==> src/rtl/game_pkg.sv <==
// rtl/game_pkg.sv - shared game state encodings and tick period helper
package game_pkg;

  typedef enum logic [1:0] {
    PLAY  = 2'b00,
    PAUSE = 2'b01,
    INIT  = 2'b10,
    OVER  = 2'b11
  } game_state_e;

  localparam logic [3:0] LEVEL_MAX = 4'd15;

  // Subtract first only when it cannot wrap, then clamp to the floor.
  function automatic logic [31:0] tick_period(input logic [31:0] base,
                                              input logic [31:0] step,
                                              input logic [31:0] min_p,
                                              input logic [3:0]  lvl);
    logic [31:0] dec;
    dec = {28'd0, lvl} * step;
    if (dec >= base || (base - dec) < min_p)
      return min_p;
    return base - dec;
  endfunction

endpackage

==> src/rtl/game_ctrl_if.sv <==
// rtl/game_ctrl_if.sv - game controller button, snake and status signals
interface game_ctrl_if;
  import game_pkg::*;

  logic        btn_start;
  logic        btn_pause;
  logic        hit;
  logic        food_eaten;
  game_state_e game_state;
  logic        get_food;
  logic        move_tick;
  logic [3:0]  level;

  modport master (
    input  btn_start, btn_pause, hit, food_eaten,
    output game_state, get_food, move_tick, level
  );

  modport slave (
    output btn_start, btn_pause, hit, food_eaten,
    input  game_state, get_food, move_tick, level
  );
endinterface

==> src/rtl/btn_edge.sv <==
// rtl/btn_edge.sv - two-flop button synchronizer with rising-edge pulse
module btn_edge (
  input  logic clk,
  input  logic rst_n,
  input  logic btn,
  output logic pulse
);
  logic sync1, sync2, prev;

  // Flops come out of reset as "held" so a button already down is not a press.
  always_ff @(posedge clk or negedge rst_n) begin
    if (!rst_n) begin
      sync1 <= 1'b1;
      sync2 <= 1'b1;
      prev  <= 1'b1;
    end else begin
      sync1 <= btn;
      sync2 <= sync1;
      prev  <= sync2;
    end
  end

  assign pulse = sync2 & ~prev;
endmodule

==> src/rtl/game_ctrl.sv <==
// rtl/game_ctrl.sv - snake game state machine, move tick and level control
module game_ctrl
  import game_pkg::*;
#(
  parameter int unsigned BASE_PERIOD     = 25_000_000,
  parameter int unsigned STEP_DEC        = 1_000_000,
  parameter int unsigned MIN_PERIOD      = 5_000_000,
  parameter int unsigned FOODS_PER_LEVEL = 5
) (
  input logic         clk,
  input logic         rst_n,
  game_ctrl_if.master bus
);
  localparam int FW = $clog2(FOODS_PER_LEVEL + 1);

  game_state_e   state_q, state_d;
  logic          start_ev, pause_ev;
  logic [31:0]   period, tick_cnt;
  logic          tick_due, move_tick_q, get_food_q;
  logic [FW-1:0] food_cnt;
  logic [3:0]    level_q;

  btn_edge u_start (.clk(clk), .rst_n(rst_n), .btn(bus.btn_start), .pulse(start_ev));
  btn_edge u_pause (.clk(clk), .rst_n(rst_n), .btn(bus.btn_pause), .pulse(pause_ev));

  always_ff @(posedge clk or negedge rst_n) begin
    if (!rst_n) state_q <= INIT;
    else        state_q <= state_d;
  end

  always_comb begin
    state_d = state_q;
    case (state_q)
      INIT:    if (start_ev) state_d = PLAY;
      PLAY:    if (bus.hit) state_d = OVER;
               else if (pause_ev) state_d = PAUSE;
      PAUSE:   if (pause_ev || start_ev) state_d = PLAY;
      OVER:    if (start_ev) state_d = INIT;
      default: state_d = INIT;
    endcase
  end

  assign period   = tick_period(BASE_PERIOD, STEP_DEC, MIN_PERIOD, level_q);
  assign tick_due = (tick_cnt >= period - 32'd1);

  // A hit in the due cycle still clears the count but never emits the tick.
  always_ff @(posedge clk or negedge rst_n) begin
    if (!rst_n) begin
      tick_cnt    <= 32'd0;
      move_tick_q <= 1'b0;
    end else begin
      move_tick_q <= 1'b0;
      case (state_q)
        PLAY: begin
          if (tick_due) begin
            tick_cnt    <= 32'd0;
            move_tick_q <= ~bus.hit;
          end else begin
            tick_cnt <= tick_cnt + 32'd1;
          end
        end
        PAUSE:   tick_cnt <= tick_cnt;
        default: tick_cnt <= 32'd0;
      endcase
    end
  end

  always_ff @(posedge clk or negedge rst_n) begin
    if (!rst_n) begin
      get_food_q <= 1'b0;
      food_cnt   <= '0;
      level_q    <= 4'd0;
    end else begin
      get_food_q <= bus.food_eaten && (state_q == PLAY) && !bus.hit;
      if (state_q == INIT) begin
        food_cnt <= '0;
        level_q  <= 4'd0;
      end else if (get_food_q) begin
        if (food_cnt == FW'(FOODS_PER_LEVEL - 1)) begin
          food_cnt <= '0;
          if (level_q != LEVEL_MAX) level_q <= level_q + 4'd1;
        end else begin
          food_cnt <= food_cnt + FW'(1);
        end
      end
    end
  end

  assign bus.game_state = state_q;
  assign bus.get_food   = get_food_q;
  assign bus.move_tick  = move_tick_q;
  assign bus.level      = level_q;
endmodule

==> src/flat_wrapper.sv <==
// flat-port wrapper written by rule: the top's interface ports become plain ports
module game_ctrl_flat import game_pkg::*;
#(
  parameter int unsigned BASE_PERIOD     = 25_000_000,
  parameter int unsigned STEP_DEC        = 1_000_000,
  parameter int unsigned MIN_PERIOD      = 5_000_000,
  parameter int unsigned FOODS_PER_LEVEL = 5
)
  (clk, rst_n, bus_btn_start, bus_btn_pause, bus_hit, bus_food_eaten, bus_game_state, bus_get_food, bus_move_tick, bus_level);
  game_ctrl_if bus_i ();
  input logic clk;
  input logic rst_n;
  input wire logic [$bits(bus_i.btn_start)-1:0] bus_btn_start;
  input wire logic [$bits(bus_i.btn_pause)-1:0] bus_btn_pause;
  input wire logic [$bits(bus_i.hit)-1:0] bus_hit;
  input wire logic [$bits(bus_i.food_eaten)-1:0] bus_food_eaten;
  output wire logic [$bits(bus_i.game_state)-1:0] bus_game_state;
  output wire logic [$bits(bus_i.get_food)-1:0] bus_get_food;
  output wire logic [$bits(bus_i.move_tick)-1:0] bus_move_tick;
  output wire logic [$bits(bus_i.level)-1:0] bus_level;
  assign bus_i.btn_start = bus_btn_start;
  assign bus_i.btn_pause = bus_btn_pause;
  assign bus_i.hit = bus_hit;
  assign bus_i.food_eaten = bus_food_eaten;
  assign bus_game_state = bus_i.game_state;
  assign bus_get_food = bus_i.get_food;
  assign bus_move_tick = bus_i.move_tick;
  assign bus_level = bus_i.level;
  game_ctrl #(.BASE_PERIOD(BASE_PERIOD), .STEP_DEC(STEP_DEC), .MIN_PERIOD(MIN_PERIOD), .FOODS_PER_LEVEL(FOODS_PER_LEVEL)) u_core (.clk(clk), .rst_n(rst_n), .bus(bus_i));
endmodule
==> config.mk <==
export PLATFORM = sky130hd
export DESIGN_NAME = game_ctrl_flat
export DESIGN_NICKNAME = d
export VERILOG_FILES = /design/src/rtl/game_pkg.sv /design/src/rtl/game_ctrl_if.sv /design/src/rtl/btn_edge.sv /design/src/rtl/game_ctrl.sv /design/src/flat_wrapper.sv
export SDC_FILE = /design/constraint.sdc
export NUM_CORES = 1
export LEC_CHECK = 0
export BUFFER_PORTS_ARGS = -buffer_cell sky130_fd_sc_hd__buf_2
export CAP_MARGIN = 0
export CORE_ASPECT_RATIO = 1.1
export CORE_MARGIN = 8
export CORE_UTILIZATION = 45
export CTS_CLUSTER_SIZE = 25
export DETAILED_ROUTE_END_ITERATION = 10
export PLACE_DENSITY = 0.58
export REMOVE_ABC_BUFFERS = 1
export SYNTH_ARGS = -nofsm -noshare
export SYNTH_HDL_FRONTEND = slang
export SYNTH_SLANG_ARGS = --single-unit
==> constraint.sdc <==
create_clock -name clk -period 9 [get_ports clk]
set_input_delay 0.45 -clock clk [delete_from_list [all_inputs] [get_ports clk]]
set_output_delay 0.45 -clock clk [all_outputs]
set_load 0.005 [all_outputs]
==> summary.md, run 1 <==
| Metric | Value |
|---|---|
| Starting Density | 45.8% |
| Hold_buf cts | 0 |
| Crit path capture type | register |
| CTS sink cnt | 49 |
| 1st-pass router iterations | 4 |
| First-pass GRT wire length | around 19000 um |
| Worst path most repeated cell | ha_1 |
| Vias per cell | between 5 and 6 |
| Flop pwr share | between 20% and 30% |
| Die Footprint | around 14000 um^2 |
| Commonest cells after routing, fill and taps aside | nand2_1, ha_1, inv_1, dfrtp_1, nor2_1 |
| GR Overflow Total | 0 |
| Via count | roughly 4k |
| Final setup vio count | 0 |
| Internal Pwr Total | between 0.5 and 0.6 mW |
| Rows | 39 |
| Yosys warnings | 0 |
| Post-layout nets | ~640 |
| Top-area cell type share of the netlist area | 22.3% |
| Fin. Hold Viols | 0 |
| Post-route ant nets | 0 |
| Critical path launch point type | register |
| Comb power frac | around 53% |
| Worst-Margin Slew | ~870 ps |
| Tcrit/Tclk final | 86.7% |
| Net switching power | approximately 0.46 mW |
| Core box area | 10300 um^2 |
| Worst hold path type | in -> async |
| DP Wirelength | between 8000 and 9000 um |
| TritonCTS clock tree | done |
| Area contributors post-synth | dfrtp_1, ha_1, xnor2_1, nand2_1, dfstp_2 |
| Antenna cell count | 0 |
| Seq cells post-synth | 49 |
| Final core utilization | between 40% and 50% |
| Clk slew on worst S/H paths | roughly 70 ps |
| Area Growth Syn to Fin | 8.28% |
| I/O pin cnt | 14 |
| Post-synth EDFFs | 0 |
| Status | finished, final reports clean |
| GRT Util Overall | 16.6% |
| Initial antenna violation count | 0 |
| Avg Cell Area, Syn | between 8 and 9 um^2 |
| DRT iter0 DRCs | 188 |
| WL final | roughly 11000 um |
| Vias in the first global route | about 4k |
| Wirelength per Cell | 15.6 um |
| P_leak | ~2.3 nW |
| Slew margin rel. | a little over 40% |
| Max Cap Viol | 0 |
| Cts repair resizes | 0 |
| Slew Limit Fails | 0 |
| CTS Buf Count | 5 |
| Clk Latency, worst-skew pair | just under 300 ps |
| Fmax | 0.128 GHz |
| Clk pwr share | approximately a fifth |
| PortBufs | 13 |
| Seq/Total Area, Yosys | a little over a quarter |
| Max incr delay on CP | about 630 ps |
| Maximum root-to-sink buffer count | 2 |
| Pre-CTS setup slack | between 1000 and 1500 ps |
| Req. time, crit path | a little over 9000 ps |
| Post-CTS setup buffer count | 0 |
| Pin count of the biggest net entering global routing | slightly above 40 |
| Syn Inst Count | between 500 and 600 |
| Switching share of power | between 40% and 50% |
| Die Span X | 114 um |
| Critical-path top delay cell | a311oi_1 |
| Layout cells sized above 1 | approximately a tenth |
| Netlist cell types | 64 |
| RSZ-0062 raised after global routing | false |
| Crit-path max FO | 15 |
| Residual DRC | 0 |
| Die Y | 123 um |
| Register-to-Register Path Depth | 29 |
| Gp weighted congestion | 0.854 |
| Worst clock skew | ~6.4 ps |
| CP arrival | between 7000 and 8000 ps |
| H-tree depth | 2 |
| Final WS setup | 1200 ps |
| Pwr per Cell Area | a little under 200 nW/um^2 |
| Main synth FF type | dfrtp_1 |
| Crit Path Class | reg -> reg |
| Fin Setup TNS | 0 ps |
| Clock root cell | clkbuf_16 |
| Final min period | 7800 ps |
| Max VDD drop | 247 uV |
| Area leader, netlist | dfrtp_1 |
| Synth Cell Area | about 4700 um^2 |
| FFs w/ async S/R, synth | 100% |
[routing by layer]
layer,wire (um),vias to the layer above,track usage (%)
met2,5620,65,29.6
met4,255,0,6.50
li1,-,2057,-
met1,5140,1931,20.1
met3,245,21,1.86
met5,0,-,0
[power by group through the flow]
stage | Combinational, mW | Clock (mW) | Sequential [mW]
floorplan | 0.392 | 0 | 0.276
global placement | 0.522 | 0 | 0.281
detailed placement | 0.529 | 0 | 0.283
CTS | 0.531 | 0.197 | 0.278
global route | 0.599 | 0.204 | 0.283
finish | 0.532 | 0.190 | 0.278
[logic make-up (layout without fill, tap and decap cells)]
logic type / after synthesis / after routing / share of synthesized area (%)
AO/OA/AOI/OAI: 120 / 120 / 18.2
XOR/XNOR: 38 / 38 / 7.06
adder cells (fa/ha/maj): 61 / 61 / 17.0
buffers and inverters: 59 / 69 / 4.88
flip-flops: 49 / 49 / 26.2
multiplexers: 8 / 8 / 1.86
other: 1 / 7 / 0.0795
AND/OR/NAND/NOR: 225 / 225 / 24.7
[critical path: cells and delay by family (launching register included)]
| kind | cells | cell delay, ps |
|---|---|---|
| adders and majority gates | 5 | 1840 |
| and+or+nand+nor | 15 | 3060 |
| AOI/OAI and AO/OA | 5 | 1220 |
| buffers and inverters | 2 | 410 |
| DFF | 1 | 610 |
| xor gates and xnor gates | 2 | 530 |
[per-stage QoR]
stage / cells / power [mW] / instance area, um^2 / hold slack [ps]
after floorplan: 550 / 0.669 / 4670 / 154
after global placement: 712 / 0.803 / 4960 / 346
after detailed placement: 712 / 0.812 / 4960 / 347
after CTS: 720 / 1.01 / 5110 / 95.4
after global routing: 720 / 1.09 / 5110 / 132
final: 720 / 1.00 / 5110 / 89.3
[final cells by class]
type	instances	area, um^2
Clock buffer	5	125
Clock inverter	3	21.3
Tap cell	143	179
Multi-Input combinational cell	459	3280
Sequential cell	49	1230
Fill cell	1013	5190
Inverter	42	158
Timing Repair Buffer	19	110
[cells in the mapped netlist (all sizes together), types with 12 or more instances]
library cell,number
ha,56
nand2,56
dfrtp,42
inv,42
nor2,36
a21oi,35
nand3,34
xnor2,26
o21ai,18
o22ai,18
nor3,17
clkbuf,15
nand4,15
xor2,12
[registers in the layout (all words and copies together) (netlist names)]
register / count
u_core.bus.game_state: 2
u_core.bus.get_food: 1
u_core.bus.level: 4
u_core.bus.move_tick: 1
u_core.food_cnt: 3
u_core.tick_cnt: 32
u_core.u_pause.prev: 1
u_core.u_pause.sync1: 1
u_core.u_pause.sync2: 1
u_core.u_start.prev: 1
u_core.u_start.sync1: 1
u_core.u_start.sync2: 1
[path summary, 6_finish.rpt]
| check | startpoint | endpoint | slack, ps |
|---|---|---|---|
| max | u_core.bus.level[3]$_DFFE_PN0P_ | u_core.tick_cnt[30]$_DFFE_PN0N_ | 1200 |
| min | rst_n | u_core.bus.game_state[0]$_DFFE_PN0P_ | 90 |
| max reg2reg | u_core.bus.level[3]$_DFFE_PN0P_ | u_core.tick_cnt[30]$_DFFE_PN0N_ | 1200 |
| min reg2reg | u_core.u_start.sync1$_DFF_PN1_ | u_core.u_start.sync2$_DFF_PN1_ | 360 |
| max in group asynchronous | rst_n | u_core.u_start.sync2$_DFF_PN1_ | 8120 |
| min in group clk | bus_btn_start | u_core.u_start.sync1$_DFF_PN1_ | 250 |
(Power assumes the default switching activity.)
==> run 2: changes to the inputs <==
--- a/config.mk
+++ b/config.mk
@@ -9,10 +9,10 @@
 export CAP_MARGIN = 0
 export CORE_ASPECT_RATIO = 1.1
 export CORE_MARGIN = 8
-export CORE_UTILIZATION = 45
+export CORE_UTILIZATION = 38
 export CTS_CLUSTER_SIZE = 25
 export DETAILED_ROUTE_END_ITERATION = 10
-export PLACE_DENSITY = 0.58
+export PLACE_DENSITY = 0.5
 export REMOVE_ABC_BUFFERS = 1
 export SYNTH_ARGS = -nofsm -noshare
 export SYNTH_HDL_FRONTEND = slang
==> constraint.sdc (replaced) <==
create_clock -name clk -period 7.3 [get_ports clk]
set_input_delay 0.365 -clock clk [delete_from_list [all_inputs] [get_ports clk]]
set_output_delay 0.365 -clock clk [all_outputs]
set_load 0.02 [all_outputs]
==> run 2 against run 1 <==
Net effect:
- largest cell class unchanged
- highest routed layer unchanged
- power is 29% higher
- global-route usage is 1.5 points lower
- largest power group unchanged
- worst setup slack worse by 780 ps
- register-to-register slack worse by 780 ps
- via count is 2.7% higher
==> summary.md, run 2 (same netlist as run 1, synthesis figures left out) <==
| Metric | Value |
|---|---|
| Crit path capture type | register |
| CP arrival | about 7100 ps |
| Buf+Inv Stages, Crit Path | 5 |
| RSZ-0062 raised after global routing | true |
| Biggest register | u_core.tick_cnt |
| Final WS setup | approximately 410 ps |
| Core box area | about 12000 um^2 |
| Critical path launch point type | register |
| Pre-CTS setup slack | 112 ps |
| Worst clock skew | roughly 4.8 ps |
| Pwr per Cell Area | between 200 and 250 nW/um^2 |
| Worst hold path type | in -> reg |
| Status | finished, final reports clean |
| Area Growth Syn to Fin | 11.8% |
| Gp weighted congestion | about 0.86 |
| Fin Hold WS | about 170 ps |
| Commonest cells after routing, fill and taps aside | nand2_1, ha_1, inv_1, dfrtp_1, nor2_1 |
| Starting Density | roughly 40% |
| Tcrit/Tclk final | 94.3% |
| Req. time, crit path | about 7500 ps |
| Final min period | about 6900 ps |
| CTS Buf Count | 5 |
| Worst-Margin Slew | slightly above 1000 ps |
| H-tree depth | 2 |
| Pin count of the biggest net entering global routing | 50 |
| First-pass GRT wire length | ~20000 um |
| Die Span X | about 120 um |
| Post-route ant nets | 0 |
| P_leak | ~2.4 nW |
| Max VDD drop | 167 uV |
| Layout cells sized above 1 | around an eighth |
| Worst path most repeated cell | a21o_1 |
| Crit-path max FO | 15 |
| DRT iter0 DRCs | ~280 |
| Fmax | around 0.15 GHz |
| PortBufs | 13 |
| WL final | 11900 um |
| Clk Latency, worst-skew pair | just under 300 ps |
| Crit Path Class | reg -> reg |
| CTS sink cnt | 49 |
| Initial antenna violation count | 0 |
| Maximum root-to-sink buffer count | 2 |
| GRT Util Overall | roughly 15% |
| Rows | 42 |
| Post-layout nets | 655 |
| I/O pin cnt | 14 |
| TritonCTS clock tree | done |
| Hold_buf cts | 0 |
| Critical-path top delay cell | fa_1 |
| Die Y | 133 um |
| Vias in the first global route | about 4.1k |
| Max Cap Viol | 0 |
| Wirelength per Cell | approximately 16 um |
| Vias per cell | 5.63 |
| Fin. Hold Viols | 0 |
| Max reg flops | 32 |
| Slew Limit Fails | 0 |
| DP Wirelength | between 8000 and 9000 um |
| Top Family by Delay on Critical Path | compound AO/OA/AOI/OAI gates |
| Residual DRC | 0 |
| Clk slew on worst S/H paths | about 70 ps |
| 1st-pass router iterations | 5 |
| Final setup vio count | 0 |
| Die Footprint | 16200 um^2 |
| GR Overflow Total | 0 |
| Via count | approximately 4.2k |
| Clock root cell | clkbuf_16 |
| Slew margin rel. | 31.1% |
| Max incr delay on CP | approximately 550 ps |
| Antenna cell count | 0 |
## run 2: timing repair
item / 4_1_cts / 5_1_grt
buffers inserted: 0 / 2
resized for setup: 0 / 17
setup endpoints to repair: 0 / 32
## run 2: area by class of cell
cell class	count	area [um^2]
inverters	42	158
clock inverters	2	13.8
multi-input cells	459	3330
flip-flops and latches	49	1240
repair buffers	31	204
fillers	1220	6810
well taps	154	193
clock buffers	6	139
## run 2: worst register-to-register path, delay by kind of cell (launching register included)
kind	cells	cell delay, ps
XOR/XNOR	1	140
AND/OR/NAND/NOR	11	1840
AO/OA/AOI/OAI	9	1900
adder cells (fa/ha/maj)	5	1760
buffers and inverters	5	720
flip-flops	1	410
## run 2: where the power goes
part	internal, mW	switching (mW)
clock	0.137	0.104
combinational	0.264	0.447
sequential	0.302	0.0356
total	0.702	0.586
## run 2: path summary, 6_finish.rpt
path | depth (start not counted) | slack, ps | end | start
max in group asynchronous | 2 | 6660 | u_core.bus.level[1]$_DFFE_PN0P_ | rst_n
hold / removal | 1 | 170 | u_core.u_pause.sync1$_DFF_PN1_ | bus_btn_pause
hold reg to reg | 0 | 360 | u_core.u_pause.sync2$_DFF_PN1_ | u_core.u_pause.sync1$_DFF_PN1_
min in group asynchronous | 2 | 180 | u_core.bus.get_food$_DFF_PN0_ | rst_n
setup / recovery | 31 | 410 | u_core.tick_cnt[30]$_DFFE_PN0N_ | u_core.bus.level[1]$_DFFE_PN0P_
setup reg to reg | 31 | 410 | u_core.tick_cnt[30]$_DFFE_PN0N_ | u_core.bus.level[1]$_DFFE_PN0P_
## run 2: per-stage QoR
stage | power [mW] | cells | setup TNS [ps] | utilization (%) | area, um^2
detailed placement | 1.04 | 733 | 0 | 41.8 | 5050
floorplan | 0.836 | 550 | -49670 | - | 4670
global route | 1.40 | 743 | -33.5 | 43.6 | 5270
CTS | 1.30 | 741 | 0 | 43.0 | 5200
finish | 1.29 | 743 | 0 | 43.6 | 5270
global placement | 1.03 | 733 | 0 | 41.8 | 5050
## run 2: per-layer routing
layer / wire [um] / vias to the layer above / GRT usage, %
met5: 0 / - / 0
li1: - / 2076 / -
met2: 5780 / 85 / 26.2
met3: 365 / 15 / 1.70
met4: 261 / 0 / 5.22
met1: 5520 / 2008 / 18.8
